## config.mk

```make
export PLATFORM = sky130hd
export DESIGN_NAME = pipelined_carry_adder
export DESIGN_NICKNAME = d
export VERILOG_FILES = /design/src/rtl/adder_pkg.sv /design/src/rtl/adder_segment.sv /design/src/rtl/pipelined_carry_adder.sv
export SDC_FILE = /design/constraint.sdc
export NUM_CORES = 1
export LEC_CHECK = 0
export ABC_AREA = 1
export CORE_ASPECT_RATIO = 0.7
export CORE_MARGIN = 10
export CORE_UTILIZATION = 40
export DETAILED_ROUTE_END_ITERATION = 10
export PLACE_DENSITY = 0.71
export SLEW_MARGIN = 15
export SYNTH_ARGS = -nofsm -noshare
export SYNTH_HDL_FRONTEND = slang
export SYNTH_HIERARCHICAL = 1
export SYNTH_SLANG_ARGS = --single-unit
```

## constraint.sdc

```tcl
create_clock -name clk -period 12.8 [get_ports clk]
set_input_delay 1.92 -clock clk [delete_from_list [all_inputs] [get_ports clk]]
set_output_delay 1.92 -clock clk [all_outputs]
set_load 0.02 [all_outputs]
```

## src/rtl/adder_pkg.sv

```systemverilog
// Shared helpers for the pipelined carry adder: segment sizing and the full-adder cell.
// The stage payload struct lives in the adder module because its field widths follow each instance's WIDTH.
package adder_pkg;

  function automatic int seg_count(input int width, input int stages);
    return width / stages;
  endfunction

  // Returns {carry_out, sum_bit}.
  function automatic logic [1:0] full_add(input logic a, input logic b, input logic c);
    return {(a & b) | (c & (a ^ b)), a ^ b ^ c};
  endfunction

endpackage

```

## src/rtl/adder_segment.sv

```systemverilog
// Combinational SEG-bit ripple adder built from chained full-adder cells.
module adder_segment
  import adder_pkg::*;
#(
  parameter int SEG = 8
) (
  input  logic [SEG-1:0] a,
  input  logic [SEG-1:0] b,
  input  logic           cin,
  output logic [SEG-1:0] sum,
  output logic           cout
);

  logic       carry;
  logic [1:0] fa;

  always_comb begin
    carry = cin;
    fa    = '0;
    sum   = '0;
    for (int i = 0; i < SEG; i++) begin
      fa     = full_add(a[i], b[i], carry);
      sum[i] = fa[0];
      carry  = fa[1];
    end
    cout = carry;
  end

endmodule

```

## src/rtl/pipelined_carry_adder.sv

```systemverilog
// WIDTH-bit add/subtract split into STAGES registered ripple segments with a valid/ready handshake.
// Optional signed-overflow output ovf is built when OVERFLOW_FLAG_EN is defined.
module pipelined_carry_adder
  import adder_pkg::*;
#(
  parameter int WIDTH  = 32,
  parameter int STAGES = 4
) (
  input  logic             clk,
  input  logic             rst,
  input  logic             in_valid,
  output logic             in_ready,
  input  logic [WIDTH-1:0] a,
  input  logic [WIDTH-1:0] b,
  input  logic             cin,
  input  logic             sub,
  output logic             out_valid,
  input  logic             out_ready,
  output logic [WIDTH-1:0] sum,
  output logic             cout
`ifdef OVERFLOW_FLAG_EN
  ,
  output logic             ovf
`endif
);

  localparam int SEG  = seg_count(WIDTH, STAGES);
  localparam int LAST = STAGES - 1;

  generate
    if (WIDTH < 2) begin : g_bad_width
      $error("pipelined_carry_adder: WIDTH must be at least 2");
    end
    if (STAGES < 1) begin : g_bad_stages
      $error("pipelined_carry_adder: STAGES must be at least 1");
    end else if (WIDTH % STAGES != 0) begin : g_bad_split
      $error("pipelined_carry_adder: WIDTH must be a multiple of STAGES");
    end
  endgenerate

  // sum_lo fills from the bottom as segments complete; a_hi/b_hi carry the operands
  // forward so later segments can read their slice.
  typedef struct packed {
    logic [WIDTH-1:0] sum_lo;
    logic [WIDTH-1:0] a_hi;
    logic [WIDTH-1:0] b_hi;
    logic             carry;
    logic             valid;
  } stage_t;

  stage_t         st_q     [STAGES];
  stage_t         st_d     [STAGES];
  stage_t         st_in    [STAGES];
  logic [SEG-1:0] seg_sum  [STAGES];
  logic           seg_cout [STAGES];
  logic           stall;

  assign out_valid = st_q[LAST].valid;
  assign stall     = out_valid && !out_ready;
  assign in_ready  = !stall;
  assign sum       = st_q[LAST].sum_lo;
  assign cout      = st_q[LAST].carry;

  // Subtraction is A + ~B + ~cin, so conditioning happens once at the pipeline entry.
  always_comb begin
    st_in[0]       = '0;
    st_in[0].a_hi  = a;
    st_in[0].b_hi  = sub ? ~b : b;
    st_in[0].carry = sub ? ~cin : cin;
    st_in[0].valid = in_valid;
    for (int k = 1; k < STAGES; k++) begin
      st_in[k] = st_q[k-1];
    end
  end

  generate
    for (genvar k = 0; k < STAGES; k++) begin : g_seg
      adder_segment #(
        .SEG(SEG)
      ) u_seg (
        .a   (st_in[k].a_hi[k*SEG +: SEG]),
        .b   (st_in[k].b_hi[k*SEG +: SEG]),
        .cin (st_in[k].carry),
        .sum (seg_sum[k]),
        .cout(seg_cout[k])
      );
    end
  endgenerate

  always_comb begin
    for (int k = 0; k < STAGES; k++) begin
      st_d[k]                     = st_in[k];
      st_d[k].sum_lo[k*SEG +: SEG] = seg_sum[k];
      st_d[k].carry               = seg_cout[k];
      if (k == LAST) begin
        st_d[k].a_hi = '0;
        st_d[k].b_hi = '0;
      end
      if (stall) begin
        st_d[k] = st_q[k];
      end
    end
  end

  always_ff @(posedge clk) begin
    if (rst) begin
      for (int k = 0; k < STAGES; k++) begin
        st_q[k] <= '0;
      end
    end else begin
      for (int k = 0; k < STAGES; k++) begin
        st_q[k] <= st_d[k];
      end
    end
  end

  // Operands are not needed once the last segment has consumed them.
  logic unused_ok;
  assign unused_ok = ^{st_q[LAST].a_hi, st_q[LAST].b_hi};

`ifdef OVERFLOW_FLAG_EN
  logic ovf_d;
  logic ovf_q;

  // Sign bits ride along in a_hi/b_hi; the result MSB is the top bit of the last segment.
  always_comb begin
    ovf_d = (st_in[LAST].a_hi[WIDTH-1] == st_in[LAST].b_hi[WIDTH-1]) &&
            (seg_sum[LAST][SEG-1] != st_in[LAST].a_hi[WIDTH-1]);
    if (stall) begin
      ovf_d = ovf_q;
    end
  end

  always_ff @(posedge clk) begin
    if (rst) begin
      ovf_q <= 1'b0;
    end else begin
      ovf_q <= ovf_d;
    end
  end

  assign ovf = ovf_q;
`endif

endmodule

```

==> impl_metrics.yaml, run 1 <==
status:
  outcome: "complete, no violations"
floorplanning:
  start_util_pct: 40.93
  fp.dieH_um: 139.6
  io_pins: 105
  die-area_um2: 26630
  num_rows: 43
  fp.dieW_um: 190.8
  core-area_um2: 19960
clock_network:
  clock_latency_ps: 430
  cts_setup_buffers: 0
  cts_buffers: 17
  cts_sinks: 184
  cts_resized: 0
  cts_tree: "built"
  ctsHoldBuffers: 0
  clk_pin_slew_ps: 70
  htreeDepth: 4
  clk_path_buf_depth: 2
  cts_root_buf: "clkbuf_16"
power_and_ir_drop:
  irDropWorstVdd_mv: 0.07455
  p_int_w: 0.001012
  total_power_w: 0.001341
  cellPowerDensity_nw_per_um2: 136.8
  clkPwrFrac_pct: 38.9
  p_seq_share_pct: 47.9
  p_leak_nw: 4.097
  power_frac_comb_pct: 13.2
  p_switching_w: 0.0003296
  switching_share_pct: 24.58
sta:
  slew_headroom_pct: 32.00
  slew_viol_final: 0
  fin_skew_ps: 12.40
  layout_min_cycle_time_ps: 6017
  setup_viol_count_final: 0
  finalSetupTns_ps: 0
  layout_setup_ws_ps: 6783
  fmax_ghz: 0.1662
  tightest_slew_ps: 1020
  hold_viol: 0
  rsz0062_at_grt: "false"
  post-route-period-util_pct: 47.01
yosys:
  syn_nets: 1112
  synth_edf_count: 0
  avgSynthCellArea_um2: 8.088
  synthFlopType: "dfxtp_1"
  synth_top_area_share_pct: 45.09
  synth.cell_area_um2: 8169
  ys_types: 18
  syn-instance-count: 1010
  ys_seq_area_share_pct: 45.09
  yosys_register_bits: 184
  ys_warn_count: 6
  ys_top_cells_by_area: "dfxtp_1 (45%), nor2_1 (17%), o21bai_1 (15%)"
  synth_top_cell_by_area: "dfxtp_1"
  async_flop_share_pct: 0
critical_path:
  worst_path_max_delay_cell: "clkdlybuf4s50_1"
  required_ps: 10880
  worst-setup-path-type: "input port to output port"
  path_cells: "clkdlybuf4s50_1, inv_2, nand2_4, clkdlybuf4s50_1"
  cp-start-kind: "input port"
  path_delay_family: "buffers and inverters"
  crit_fanout: 67
  endpoint_kind: "output port"
  crit_buf_inv: 3
  ff2ff_setup_slack_ps: 8990
  reg2reg_to: "st_q[2][89]"
  cp.arrival_ps: 4100
  r2r-start: "st_q[1][50]"
  reg2reg_depth: 14
  crit_top_cell: "clkdlybuf4s50_1"
  cp_slowest_stage_delay_ps: 740
finish:
  largest_reg_flops: 184
  area_growth_pct: 20.00
  max_flop_register: "st_q"
  insertedDiodeCount: 0
  final_nets: 1173
  largestRegisters: "st_q x184"
  finish.utilization_pct: 49.11
  drive_above_1_share_pct: 3.693
  finalInstanceArea_um2: 9803
route:
  ant_nets: 0
  drt-total-wl_um: 17710
  dr.pass1.iters: 4
  vias_per_cell: 4.591
  drc: 0
  initialDrtViolationCount: 485
  wire_per_inst_um: 13.09
  dr_total_vias: 6212
job:
  max_cap_violations: 0
placement:
  gp_congestion: 0.7975
  placed_area_um2: 9219
  place.port_buffers: 104
  post-dp-hpwl_um: 11270
  dp_slack_ps: 6794
grt:
  grt_max_degree: 172
  grt_use_total_pct: 13.40
  antenna_found_initial: 0
  grt_pass1_wl_um: 29470
  grt_pass1_vias: 5892
  grt_overflow: 0
hold_path:
  min_path_cells: 2
  hold_class: "flip-flop to flip-flop"
  hold_start: "st_q[2][0]"
  hold_path_end: "st_q[3][0]"
-- routing by layer --
layer / global-route usage, % / vias up / share of wire [%]
li1: - / 3251 / -
met1: 18.81 / 2844 / 52
met2: 19.24 / 103 / 42
met3: 3.819 / 14 / 5.7
met4: 4.215 / 0 / 0.93
met5: 0 / - / 0
-- worst min-delay path: stages (launching register included) --
cell     delay [ps]
dfxtp_1         300
inv_1            60
a21oi_1          60
-- power by group through the flow --
stage	sequential [W]	combinational [W]	clock (W)
after CTS	0.000642	0.000179	0.000534
after detailed placement	0.000654	0.000178	0
after global placement	0.000654	0.000175	0
final	0.000642	0.000177	0.000522
after global routing	0.000647	0.000203	0.000558
after floorplan	0.000656	0.000112	0
-- how the worst max path moves through the flow --
stage / depth (start not counted) / slack, ps / startpoint / endpoint
after global routing: 4 / 6670 / out_ready / in_ready
after CTS: 4 / 6800 / out_ready / in_ready
after floorplan: 17 / 7190 / sub / st_q[0][73]
final: 4 / 6780 / out_ready / in_ready
after detailed placement: 4 / 6790 / out_ready / in_ready
after global placement: 4 / 6780 / out_ready / in_ready
-- layout make-up --
type                            instances  area (µm²)
Sequential cell                       184        3684
Inverter                               69       259.0
Clock buffer                           24       491.7
Timing Repair Buffer                  109        1084
Fill cell                            1895       10160
Clock inverter                          7       92.59
Multi-Input combinational cell        690        3855
Tap cell                              270       337.8
-- layout by cell type (no fill, tap or decap) --
cell	count
nor2_1	366
dfxtp_1	184
o21bai_1	158
clkdlybuf4s50_1	102
nand2_1	98
inv_1	66
fa_1	32
nand3b_1	24
clkbuf_16	17
xor2_1	9
buf_4	5
clkbuf_8	4
inv_2	3
clkinv_2	3
clkbuf_1	3
clkinv_4	2
bufinv_16	2
nand2_4	1
nor2_4	1
a21oi_1	1
buf_2	1
buf_12	1
-- metrics by stage --
step | hold slack (ps) | cells
after floorplan | 435.9 | 1010
after global placement | 445.8 | 1322
after detailed placement | 456.4 | 1322
after CTS | 461.1 | 1353
after global routing | 485.7 | 1353
final | 456.5 | 1353
-- logic make-up after synthesis --
family / count (synthesis) / synth area share [%]
simple gates: 490 / 23.68
flops: 184 / 45.09
compound gates: 159 / 14.58
buf+inv: 136 / 7.842
fa+ha+maj: 32 / 7.842
xor+xnor: 9 / 0.9650
-- synthesized netlist by cell type (2+ instances only) --
cell	n
inv_2	3
buf_1	2
nor2_1	366
nand3b_1	24
fa_1	32
xor2_1	9
clkbuf_1	27
inv_1	66
o21bai_1	158
buf_4	8
buf_6	10
dfxtp_1	184
buf_2	19
nand2_1	98
(Power assumes the default switching activity.)
==> run 2, diff against run 1 <==
--- a/config.mk
+++ b/config.mk
@@ -10,7 +10,7 @@
 export CORE_MARGIN = 10
 export CORE_UTILIZATION = 40
 export DETAILED_ROUTE_END_ITERATION = 10
-export PLACE_DENSITY = 0.71
+export PLACE_DENSITY = 0.73
 export SLEW_MARGIN = 15
 export SYNTH_ARGS = -nofsm -noshare
 export SYNTH_HDL_FRONTEND = slang
==> constraint.sdc (replaced) <==
create_clock -name clk -period 5.3 [get_ports clk]
set_input_delay 0.795 -clock clk [delete_from_list [all_inputs] [get_ports clk]]
set_output_delay 0.795 -clock clk [all_outputs]
set_load 0.02 [all_outputs]
==> impl_metrics.yaml, run 2 (synthesized netlist as in run 1, its figures left out) <==
status:
  outcome: "complete, no violations"
critical_path:
  reg2reg_to: "st_q[3][97]"
  required_ps: 5660
  path_delay_family: "adder cells"
  ff2ff_setup_slack_ps: 1550
  cp_slowest_stage_delay_ps: 420
  endpoint_kind: "flip-flop"
  cp-start-kind: "input port"
  reg2reg_depth: 14
  crit_top_cell: "fa_1"
  crit_fanout: 1
  worst-setup-path-type: "input port to flip-flop"
  worst_path_max_delay_cell: "clkdlybuf4s50_1"
  r2r-start: "st_q[2][58]"
  cp.arrival_ps: 4700
  crit_buf_inv: 5
  path_cells: "clkdlybuf4s50_1, xor2_1, inv_1, fa_1, inv_1, fa_1, fa_1, fa_1, fa_1, fa_1, fa_1, inv_1, fa_1, inv_1, nor2_1, nor2_1"
floorplanning:
  start_util_pct: 40.93
  fp.dieW_um: 190.8
  io_pins: 105
  fp.dieH_um: 139.6
  die-area_um2: 26630
  num_rows: 43
  core-area_um2: 19960
finish:
  largestRegisters: "st_q x184"
  most-common-layout-cells: "nor2_1 (366), dfxtp_1 (184), o21bai_1 (158), clkdlybuf4s50_1 (102), nand2_1 (98)"
  largest_reg_flops: 184
  insertedDiodeCount: 0
  area_growth_pct: 20.68
  max_flop_register: "st_q"
  final_nets: 1175
  drive_above_1_share_pct: 4.144
  finalInstanceArea_um2: 9858
  layout_commonest_cell: "nor2_1"
  fill_cells: 1905
power_and_ir_drop:
  cellPowerDensity_nw_per_um2: 336.5
  p_leak_nw: 4.111
  irDropWorstVdd_mv: 0.2083
clock_network:
  cts_resized: 0
  cts_root_buf: "clkbuf_16"
  htreeDepth: 4
  clk_pin_slew_ps: 60
  clk_path_buf_depth: 2
  cts_sinks: 184
  clock_latency_ps: 430
  cts_setup_buffers: 0
  cts_tree: "built"
  ctsHoldBuffers: 0
  cts_buffers: 17
route:
  wire_per_inst_um: 13.39
  vias_per_cell: 4.625
  ant_nets: 0
  dr.pass1.iters: 5
  dr_total_vias: 6271
  drt-total-wl_um: 18150
  drc: 0
  initialDrtViolationCount: 393
sta:
  setup_viol_count_final: 0
  rsz0062_at_grt: "false"
  finalSetupTns_ps: 0
  post-route-period-util_pct: 81.88
  fmax_ghz: 0.2304
  fin_skew_ps: 14.29
  slew_viol_final: 0
  tightest_slew_ps: 1067
  hold_viol: 0
  slew_headroom_pct: 28.69
  layout_min_cycle_time_ps: 4339
hold_path:
  min_path_cells: 2
  hold_path_end: "st_q[3][0]"
  hold_start: "st_q[2][0]"
  hold_class: "flip-flop to flip-flop"
grt:
  grt_max_degree: 102
  grt_pass1_vias: 6269
  grt_overflow: 0
  antenna_found_initial: 0
  grt_use_total_pct: 13.97
  grt_pass1_wl_um: 30830
placement:
  post-dp-hpwl_um: 11860
  place.port_buffers: 104
  placed_area_um2: 9234
  gp_congestion: 0.7893
job:
  max_cap_violations: 0
run 2: cell count changes in the layout (fill, tap and decap cells not counted), sizes merged:
cell	previous run	this run
clkinvlp	0	4
bufinv	2	4
inv	69	72
clkinv	5	3
buf	7	9
clkbuf	24	18
run 2: worst min-delay path, cell delays in order (launching register included):
cell     delay [ps]
dfxtp_1         300
inv_1            60
a21oi_1          60
run 2: metrics by stage:
stage	util, %	hold slack, ps	setup slack (ps)	power, W	std cells
2_1_floorplan	-	435.9	811.5	0.001855	1010
3_3_place_gp	46.26	452.9	651.9	0.002002	1324
3_5_place_dp	46.26	454.8	503.6	0.002016	1324
4_1_cts	49.39	463.8	972.2	0.003356	1356
5_1_grt	49.39	501.7	812.0	0.003491	1356
6_report	49.39	457.1	960.6	0.003318	1356
run 2: layout make-up:
class / instances / area [µm²] / share of cell area, %
multi-input combinational: 690 / 3855 / 39.10
inverter: 69 / 259.0 / 2.627
clock buffer: 18 / 429.2 / 4.353
tap: 270 / 337.8 / 3.427
timing repair buffer: 111 / 1099 / 11.14
clock inverter: 14 / 195.2 / 1.980
sequential: 184 / 3684 / 37.37
run 2: per-layer routing:
layer	global-route usage (%)	up-vias	routed length (µm)
li1	-	3235	-
met1	19.64	2912	9193
met2	20.13	114	7713
met3	4.294	10	1110
met4	3.636	0	136
met5	0	-	0
run 2: how the worst max path moves through the flow:
stage          from          end  slack, ps  cells past startpoint
6_report       b[0]  st_q[0][73]        960                     16
5_1_grt        b[0]  st_q[0][73]        810                     16
4_1_cts        b[0]  st_q[0][73]        970                     16
3_5_place_dp   b[0]  st_q[0][73]        500                     16
3_3_place_gp   b[0]  st_q[0][73]        650                     16
2_1_floorplan   sub  st_q[0][73]        810                     17
run 2: where the power goes:
part | switching, W | internal, W | total [W]
sequential | 0.0000592 | 0.00149 | 0.00155
combinational | 0.000222 | 0.000212 | 0.000433
clock | 0.000542 | 0.000793 | 0.00134
==> run 3, diff against run 2 <==
==> constraint.sdc (replaced) <==
create_clock -name clk -period 3.87 [get_ports clk]
set_input_delay 0.5805 -clock clk [delete_from_list [all_inputs] [get_ports clk]]
set_output_delay 0.5805 -clock clk [all_outputs]
set_load 0.02 [all_outputs]
==> impl_metrics.yaml, run 3 (synthesized netlist as in run 1, its figures left out) <==
clock_network:
  clock_latency_ps: 420
  cts_root_buf: "clkbuf_16"
  cts_setup_buffers: 0
  htreeDepth: 4
  clk_pin_slew_ps: 60
  clk_path_buf_depth: 2
  cts_buffers: 17
  cts_tree: "built"
  cts_sinks: 184
  ctsHoldBuffers: 0
power_and_ir_drop:
  irDropWorstVdd_mv: 0.3126
  p_leak_nw: 4.092
  cellPowerDensity_nw_per_um2: 441.4
placement:
  place_inst: 1328
  dp_slack_ps: -687.2
  place.port_buffers: 104
  post-dp-hpwl_um: 11700
  gp_congestion: 0.8169
grt:
  grt_pass1_wl_um: 30180
  met2_usage_pct: 19.39
  globalRouteMet3Util_pct: 3.994
  antenna_found_initial: 0
  grtUsageMet1_pct: 19.80
  grt_overflow: 0
  grt_max_degree: 160
  grt_use_total_pct: 13.78
  grt_pass1_vias: 6061
  grt-busiest-layer: "met1"
sta:
  finalSetupTns_ps: 0
  slew_headroom_pct: 50.96
  setup_viol_count_final: 0
  fmax_ghz: 0.2647
  layout_setup_ws_ps: 91.44
  slew_viol_final: 0
  tightest_slew_ps: 734.7
  post-route-period-util_pct: 97.64
  hold_viol: 0
  fin_skew_ps: 7.055
  layout_min_cycle_time_ps: 3779
  rsz0062_at_grt: "true"
finish:
  final_nets: 1179
  seq_area_um2: 3684
  drive_above_1_share_pct: 5.505
  final_cell_count_no_fill: 1361
  fill_cells: 1933
  finish.utilization_pct: 49.43
  multi_input_area_um2: 3880
  largest_reg_flops: 184
  most-common-layout-cells: "nor2_1 (366), dfxtp_1 (184), o21bai_1 (158), clkdlybuf4s50_1 (99), nand2_1 (98)"
  area_growth_pct: 20.77
  layout_commonest_cell: "nor2_1"
  max_flop_register: "st_q"
  largestRegisters: "st_q x184"
critical_path:
  cp_slowest_stage_delay_ps: 400
  crit_fanout: 5
  cp-start-kind: "input port"
  worst_path_max_delay_cell: "fa_1"
  crit_top_cell: "fa_2"
  required_ps: 4220
  worst-setup-path-type: "input port to flip-flop"
  cp.arrival_ps: 4130
  endpoint_kind: "flip-flop"
  path_cells: "buf_6, buf_8, xor2_1, inv_1, fa_2, inv_2, fa_2, fa_2, fa_2, fa_2, fa_2, fa_2, inv_2, fa_1, inv_1, nor2_1, nor2_1"
status:
  outcome: "complete, no violations"
route:
  initialDrtViolationCount: 511
  wire_per_inst_um: 13.32
  drc: 0
  ant_nets: 0
  dr_total_vias: 6327
  vias_per_cell: 4.649
  dr.pass1.iters: 4
  drt-total-wl_um: 18120
floorplanning:
  num_rows: 43
  start_util_pct: 40.93
  core-area_um2: 19960
  fp.dieH_um: 139.6
  io_pins: 105
  die-area_um2: 26630
  fp.dieW_um: 190.8
job:
  max_cap_violations: 0
hold_path:
  hold_class: "flip-flop to flip-flop"
run 3: final cells by class:
type	count	area share (%)
multi-input cells	690	39.33
flip-flops and latches	184	37.34
repair buffers	115	11.68
clock buffers	21	4.566
well taps	270	3.424
inverters	69	2.625
clock inverters	11	1.015
diodes	1	0.02536
run 3: worst max-delay path: cells and delay by family:
| family | cells | cell delay (ps) |
|---|---|---|
| buf+inv | 6 | 470 |
| xor+xnor | 1 | 140 |
| simple gates | 2 | 170 |
| fa+ha+maj | 8 | 2780 |
run 3: metal layers:
layer / part of all wire, % / wire [µm]
met4: 0.82 / 148
met5: 0 / 0
met1: 51 / 9275
met2: 41 / 7453
met3: 6.9 / 1244
run 3: path summary, 6_finish.rpt:
path / start / to / slack (ps) / depth (start not counted)
max reg2reg: st_q[2][58] / st_q[3][97] / 200 / 14
min: st_q[2][0] / st_q[3][0] / 460 / 2
min reg2reg: st_q[2][0] / st_q[3][0] / 460 / 2
max: sub / st_q[0][73] / 90 / 17
run 3: report_power, final:
group	switching (W)	internal [W]	total [W]
Clock	0.000730	0.000903	0.00163
Sequential	0.0000831	0.00204	0.00212
Combinational	0.000302	0.000297	0.000598
run 3: timing repair:
item                                    in CTS  in global routing
endpoints found under the setup margin       1                  3
gates resized for setup                     17                  3
endpoints found under the hold margin        0                  0
pin swaps                                   11                  5
run 3: per-stage QoR:
step	power (W)	hold slack (ps)	cell area, µm²
finish	0.004355	460.3	9866
global route	0.004580	493.1	9863
CTS	0.004400	466.0	9856
detailed placement	0.002763	456.1	9291
global placement	0.002751	451.7	9291
floorplan	0.002543	435.9	8185
